## src/rtl/fpu_job_scheduler.sv

```systemverilog
// fpu_job_scheduler: FIFO-buffered round-robin dispatch of FPU jobs onto Job Managers with one shared completion port.
// Optional FPU_SCHED_PERF_EN adds saturating perf_jobs/perf_busy counters.
module fpu_job_scheduler #(
  parameter int NUM_JM     = 4,
  parameter int FIFO_DEPTH = 4,
  parameter int ADDR_W     = 23,
  parameter int TAG_W      = 4
) (
  input  logic                       clk,
  input  logic                       rst_l,
  input  logic                       job_valid,
  output logic                       job_ready,
  input  logic [3:0]                 job_op,
  input  logic [TAG_W-1:0]           job_tag,
  input  logic [8*ADDR_W-1:0]        job_desc,
  output logic [NUM_JM-1:0]          jm_avail,
  output logic [4*NUM_JM-1:0]        jm_op,
  output logic [8*ADDR_W*NUM_JM-1:0] jm_desc,
  input  logic [NUM_JM-1:0]          jm_done,
  output logic                       cmp_valid,
  output logic [TAG_W-1:0]           cmp_tag,
  output logic                       idle
`ifdef FPU_SCHED_PERF_EN
  ,
  output logic [31:0]                perf_jobs,
  output logic [31:0]                perf_busy
`endif
);
  localparam int DW = 8*ADDR_W;
  localparam int EW = 4 + TAG_W + DW;
  localparam int PW = $clog2(FIFO_DEPTH);
  localparam int JW = $clog2(NUM_JM);
  typedef enum logic [1:0] {IDLE, RUN, RETIRE} state_e;
  logic [EW-1:0]    mem_q [FIFO_DEPTH];
  logic [PW:0]      wr_q, wr_d, rd_q, rd_d;
  state_e           st_q [NUM_JM];
  state_e           st_d [NUM_JM];
  logic [3:0]       op_q [NUM_JM];
  logic [3:0]       op_d [NUM_JM];
  logic [TAG_W-1:0] tag_q [NUM_JM];
  logic [TAG_W-1:0] tag_d [NUM_JM];
  logic [DW-1:0]    desc_q [NUM_JM];
  logic [DW-1:0]    desc_d [NUM_JM];
  logic [JW-1:0]    rr_q, rr_d, ret_idx, gnt_idx;
  logic             cmp_valid_q, cmp_valid_d;
  logic [TAG_W-1:0] cmp_tag_q, cmp_tag_d;
  logic             empty, full, push, head_noop, ret_any, found, disp, noop, all_idle;
  logic [EW-1:0]    head;
  always_comb begin
    empty     = wr_q == rd_q;
    full      = (wr_q[PW] != rd_q[PW]) && (wr_q[PW-1:0] == rd_q[PW-1:0]);
    head      = mem_q[rd_q[PW-1:0]];
    head_noop = head[EW-1 -: 4] == 4'd0;
    ret_any   = 1'b0;
    ret_idx   = '0;
    for (int i = NUM_JM-1; i >= 0; i--)
      if (st_q[i] == RUN && jm_done[i]) begin
        ret_any = 1'b1;
        ret_idx = JW'(i);
      end
    // scan downward so the candidate closest to the RR pointer is the last one written
    found   = 1'b0;
    gnt_idx = '0;
    for (int k = NUM_JM-1; k >= 0; k--)
      if (st_q[(int'(rr_q) + k) % NUM_JM] == IDLE) begin
        found   = 1'b1;
        gnt_idx = JW'((int'(rr_q) + k) % NUM_JM);
      end
    disp        = !empty && !head_noop && found;
    noop        = !empty && head_noop && !ret_any;
    push        = job_valid && !full;
    wr_d        = wr_q + (PW+1)'(push);
    rd_d        = rd_q + (PW+1)'(disp || noop);
    rr_d        = disp ? JW'((int'(gnt_idx) + 1) % NUM_JM) : rr_q;
    cmp_valid_d = ret_any || noop;
    cmp_tag_d   = ret_any ? tag_q[ret_idx] : noop ? head[DW +: TAG_W] : cmp_tag_q;
    for (int i = 0; i < NUM_JM; i++) begin
      st_d[i]   = st_q[i];
      op_d[i]   = op_q[i];
      tag_d[i]  = tag_q[i];
      desc_d[i] = desc_q[i];
      if (st_q[i] == IDLE && disp && gnt_idx == JW'(i)) begin
        st_d[i]   = RUN;
        op_d[i]   = head[EW-1 -: 4];
        tag_d[i]  = head[DW +: TAG_W];
        desc_d[i] = head[DW-1:0];
      end else if (st_q[i] == RUN && ret_any && ret_idx == JW'(i))
        st_d[i] = RETIRE;
      else if (st_q[i] == RETIRE && !jm_done[i])
        st_d[i] = IDLE;
    end
  end
  always_ff @(posedge clk)
    if (push) mem_q[wr_q[PW-1:0]] <= {job_op, job_tag, job_desc};
  always_ff @(posedge clk or negedge rst_l)
    if (!rst_l) begin
      wr_q        <= '0;
      rd_q        <= '0;
      rr_q        <= '0;
      cmp_valid_q <= 1'b0;
      cmp_tag_q   <= '0;
      for (int i = 0; i < NUM_JM; i++) begin
        st_q[i]   <= IDLE;
        op_q[i]   <= '0;
        tag_q[i]  <= '0;
        desc_q[i] <= '0;
      end
    end else begin
      wr_q        <= wr_d;
      rd_q        <= rd_d;
      rr_q        <= rr_d;
      cmp_valid_q <= cmp_valid_d;
      cmp_tag_q   <= cmp_tag_d;
      for (int i = 0; i < NUM_JM; i++) begin
        st_q[i]   <= st_d[i];
        op_q[i]   <= op_d[i];
        tag_q[i]  <= tag_d[i];
        desc_q[i] <= desc_d[i];
      end
    end
  always_comb begin
    all_idle = 1'b1;
    jm_avail = '0;
    jm_op    = '0;
    jm_desc  = '0;
    for (int i = 0; i < NUM_JM; i++) begin
      all_idle            = all_idle && st_q[i] == IDLE;
      jm_avail[i]         = st_q[i] == RUN;
      jm_op[4*i +: 4]     = op_q[i];
      jm_desc[DW*i +: DW] = desc_q[i];
    end
    job_ready = !full;
    idle      = empty && all_idle;
    cmp_valid = cmp_valid_q;
    cmp_tag   = cmp_tag_q;
  end
`ifdef FPU_SCHED_PERF_EN
  logic [31:0] perf_jobs_q, perf_jobs_d, perf_busy_q, perf_busy_d;
  always_comb begin
    perf_jobs_d = perf_jobs_q + 32'(cmp_valid_q && perf_jobs_q != '1);
    perf_busy_d = perf_busy_q + 32'(!idle && perf_busy_q != '1);
  end
  always_ff @(posedge clk or negedge rst_l)
    if (!rst_l) begin
      perf_jobs_q <= '0;
      perf_busy_q <= '0;
    end else begin
      perf_jobs_q <= perf_jobs_d;
      perf_busy_q <= perf_busy_d;
    end
  assign perf_jobs = perf_jobs_q;
  assign perf_busy = perf_busy_q;
`endif
endmodule

```

## config.mk

```make
export PLATFORM = sky130hd
export DESIGN_NAME = fpu_job_scheduler
export DESIGN_NICKNAME = d
export VERILOG_FILES = /design/src/rtl/fpu_job_scheduler.sv
export SDC_FILE = /design/constraint.sdc
export NUM_CORES = 2
export LEC_CHECK = 0
export ABC_AREA = 1
export BUFFER_PORTS_ARGS = -buffer_cell sky130_fd_sc_hd__clkbuf_2
export CORE_ASPECT_RATIO = 1.4
export CORE_UTILIZATION = 42
export CTS_CLUSTER_SIZE = 8
export DETAILED_ROUTE_END_ITERATION = 10
export PLACE_DENSITY = 0.61
export SYNTH_ARGS = -nofsm -noshare
export SYNTH_HDL_FRONTEND = slang
export SYNTH_SLANG_ARGS = --single-unit
```

## constraint.sdc

```tcl
create_clock -name clk -period 17.39 [get_ports clk]
set_input_delay 0.8695 -clock clk [delete_from_list [all_inputs] [get_ports clk]]
set_output_delay 0.8695 -clock clk [all_outputs]
set_load 0.05 [all_outputs]
```

==> results.md <==
* Post-DRT Antenna Nets at 0
* Routability cong. at 0.825
* Total CTS buffers at 213
* First-pass GRT wire length at 292000 um
* Final Hold Fails at 0
* Cell Chain, Critical Path: inv_6, buf_4, buf_4, nand3_1, nand2_1, nand2_1, nor2_4, nor2_8, buf_4, buf_4, buf_4, nand4_1, nand2_1
* Count leader, synth: nand2_1
* Sequential area share after synthesis at 0.698
* Die H at 454 um
* Count of buffers from port buffering at 961
* Max Clock Skew at 0.0361 ns
* Most frequent cells after synthesis: nand2_1, dfrtp_1, nand4_1
* Max Slew Vio Count at 0
* Max cap viols at 0
* Worst Path Max Fanout at 92
* Area Overhead vs Synth at 19.3%
* CTS H-tree lvls at 4
* CP startpoint kind: register
* Worst-Margin Slew at 1.21 ns
* CTS tree: built
* Buf/Inv on CP at 6
* Root buf cell: clkbuf_16
* Setup Viol. Count Final at 0
* Die ar. at 148000 um^2
* Post-DP HPWL at 121000 um
* Final setup TNS at 0 ns
* Setup crit end kind: register
* # rows at 165
* Drt drc at 0
* Crit path max-delay cell type: buf_4
* Initial Utilization at 0.424
* FMAX at 161 MHz
* Initial antenna violation count at 64
* Crit path required time at 18.15 ns
* Longest Clk Path Bufs at 3
* Final nets at 6504
* Die Wd at 325 um
* Top delay family on crit path: buffers and inverters
* PostCTS Resize Cnt at 0
* Post-CTS Setup Inserts at 0
* Via count at 46800
* Syn_area_per_cell at 11.1 um^2
* Slew headroom at 0.196
* Avg Vias per Cell at 5.56
* CTS clk-pin slew, worst paths at 0.05 ns
* HP Class: in2async
* Vias in the first global route at 45000
* Synth area leader: edfxtp_1
* Top cells by area, synth: edfxtp_1, dfrtp_1, nand2_1
* Post-synth EDFFs at 768
* Fin crit period at 6.21 ns
* Fin crit share at 0.357
* Worst skew pair latency at 0.83 ns
* First-pass detailed-route iteration total at 8
* Fillers at 13100
* Drt total wl at 197000 um
* Io pins at 962
* GRT Total Usage at 0.261
* Detailed-route wire length per cell at 23.5 um
* CORE AREA at 145000 um^2
* Most used flip-flop cell after synthesis: dfrtp_1
* Synth cell types at 29
* Mapped Nets at 5723
* Hold-fix buffers at CTS at 0
* GRT overflow at 0
* Share of cells above drive strength 1 at 0.200
* Cell area after synthesis at 61400 um^2
* Crit path kind: reg2reg
* Yosys warnings at 0
* Delay of the slowest critical-path stage at 0.85 ns
* Worst Path Arrival at 6.97 ns
* Ys async rst share at 0.507
* Number of synthesized register bits at 1557
* Post-synth top area share at 0.376
* Crit-path most repeated cell: buf_4
* Clock sinks at 1557
* RSZ-0062 raised after global routing: no
* 1st-iter DRT viols at 4182
* Pin count of the biggest net entering global routing at 222
* Outcome: finished, final reports clean
* Mapped Cells at 5516
-- kinds of logic after synthesis --
family | after synthesis | share of synthesized area
xor gates and xnor gates | 7 | 0.000999
DFF | 1557 | 0.698
AOI/OAI and AO/OA | 577 | 0.0510
and+or+nand+nor | 2862 | 0.208
buffers and inverters | 505 | 0.0404
adders and majority gates | 8 | 0.00163
-- registers in the layout, summed over array words and instances (netlist names) --
name and cells:
cmp_tag 4, wr_q 3, jm_desc 736, jm_op 16, st_q 8, rr_q 2, cmp_valid 1, mem_q 768
tag_q 16, rd_q 3
-- through the flow --
stage,utilization,setup WS [ns],area [um^2],cells,hold slack [ns]
6_report,0.506,11.18,73200,8410,0.104
5_1_grt,0.506,10.78,73200,8404,0.120
4_1_cts,0.505,11.22,73100,8359,0.0761
3_5_place_dp,0.463,11.25,67000,8002,0.457
3_3_place_gp,0.463,11.28,67000,8002,0.453
2_1_floorplan,-,2.02,61400,5516,0.442
-- final cells by class --
| cell class | count | area [um^2] | share of cell area |
|---|---|---|---|
| tap | 1920 | 2400 | 0.0328 |
| antenna | 51 | 128 | 0.00174 |
| timing repair buffer | 1034 | 5470 | 0.0747 |
| inverter | 37 | 151 | 0.00207 |
| clock buffer | 343 | 5870 | 0.0802 |
| sequential | 1557 | 42800 | 0.585 |
| clock inverter | 14 | 221 | 0.00302 |
| multi-input combinational | 3454 | 16200 | 0.221 |
-- final timing paths --
check                      cells after the start  slack (ns)                  endpoint                startpoint
max                                           13       11.18  jm_desc[281]$_DFFE_PN0P_         rd_q[1]$_DFF_PN0_
min                                            1        0.10  jm_desc[120]$_DFFE_PN0P_                     rst_l
max reg2reg                                   13       11.18  jm_desc[281]$_DFFE_PN0P_         rd_q[1]$_DFF_PN0_
min reg2reg                                    2        0.47  jm_desc[328]$_DFFE_PN0P_  jm_desc[328]$_DFFE_PN0P_
max in group asynchronous                      5       13.69  jm_desc[211]$_DFFE_PN0P_                     rst_l
min in group clk                               1        0.26    mem_q[1][83]$_DFFE_PP_              job_desc[83]
-- cells in the final DEF, fill, tap and decap left out, drive strengths merged --
master	instances
diode	51
nor4	1
o21ai	388
nand3b	1
nor3	5
nand4	773
xor2	4
buf	74
nand3	34
nor2	394
nand2	1654
clkinv	8
xnor2	3
o22ai	188
ha	8
edfxtp	768
dfrtp	789
a21oi	1
clkbuf	1303
inv	43
-- per-layer routing --
layer,global-route usage,vias up,share of wire
met5,0,-,0.00063
met1,0.337,23300,0.40
li1,-,21100,-
met2,0.407,1981,0.47
met3,0.0706,379,0.085
met4,0.126,16,0.041
Power is not shown: default switching activity piles up to over one toggle a cycle in this logic, so the estimate is an artifact.
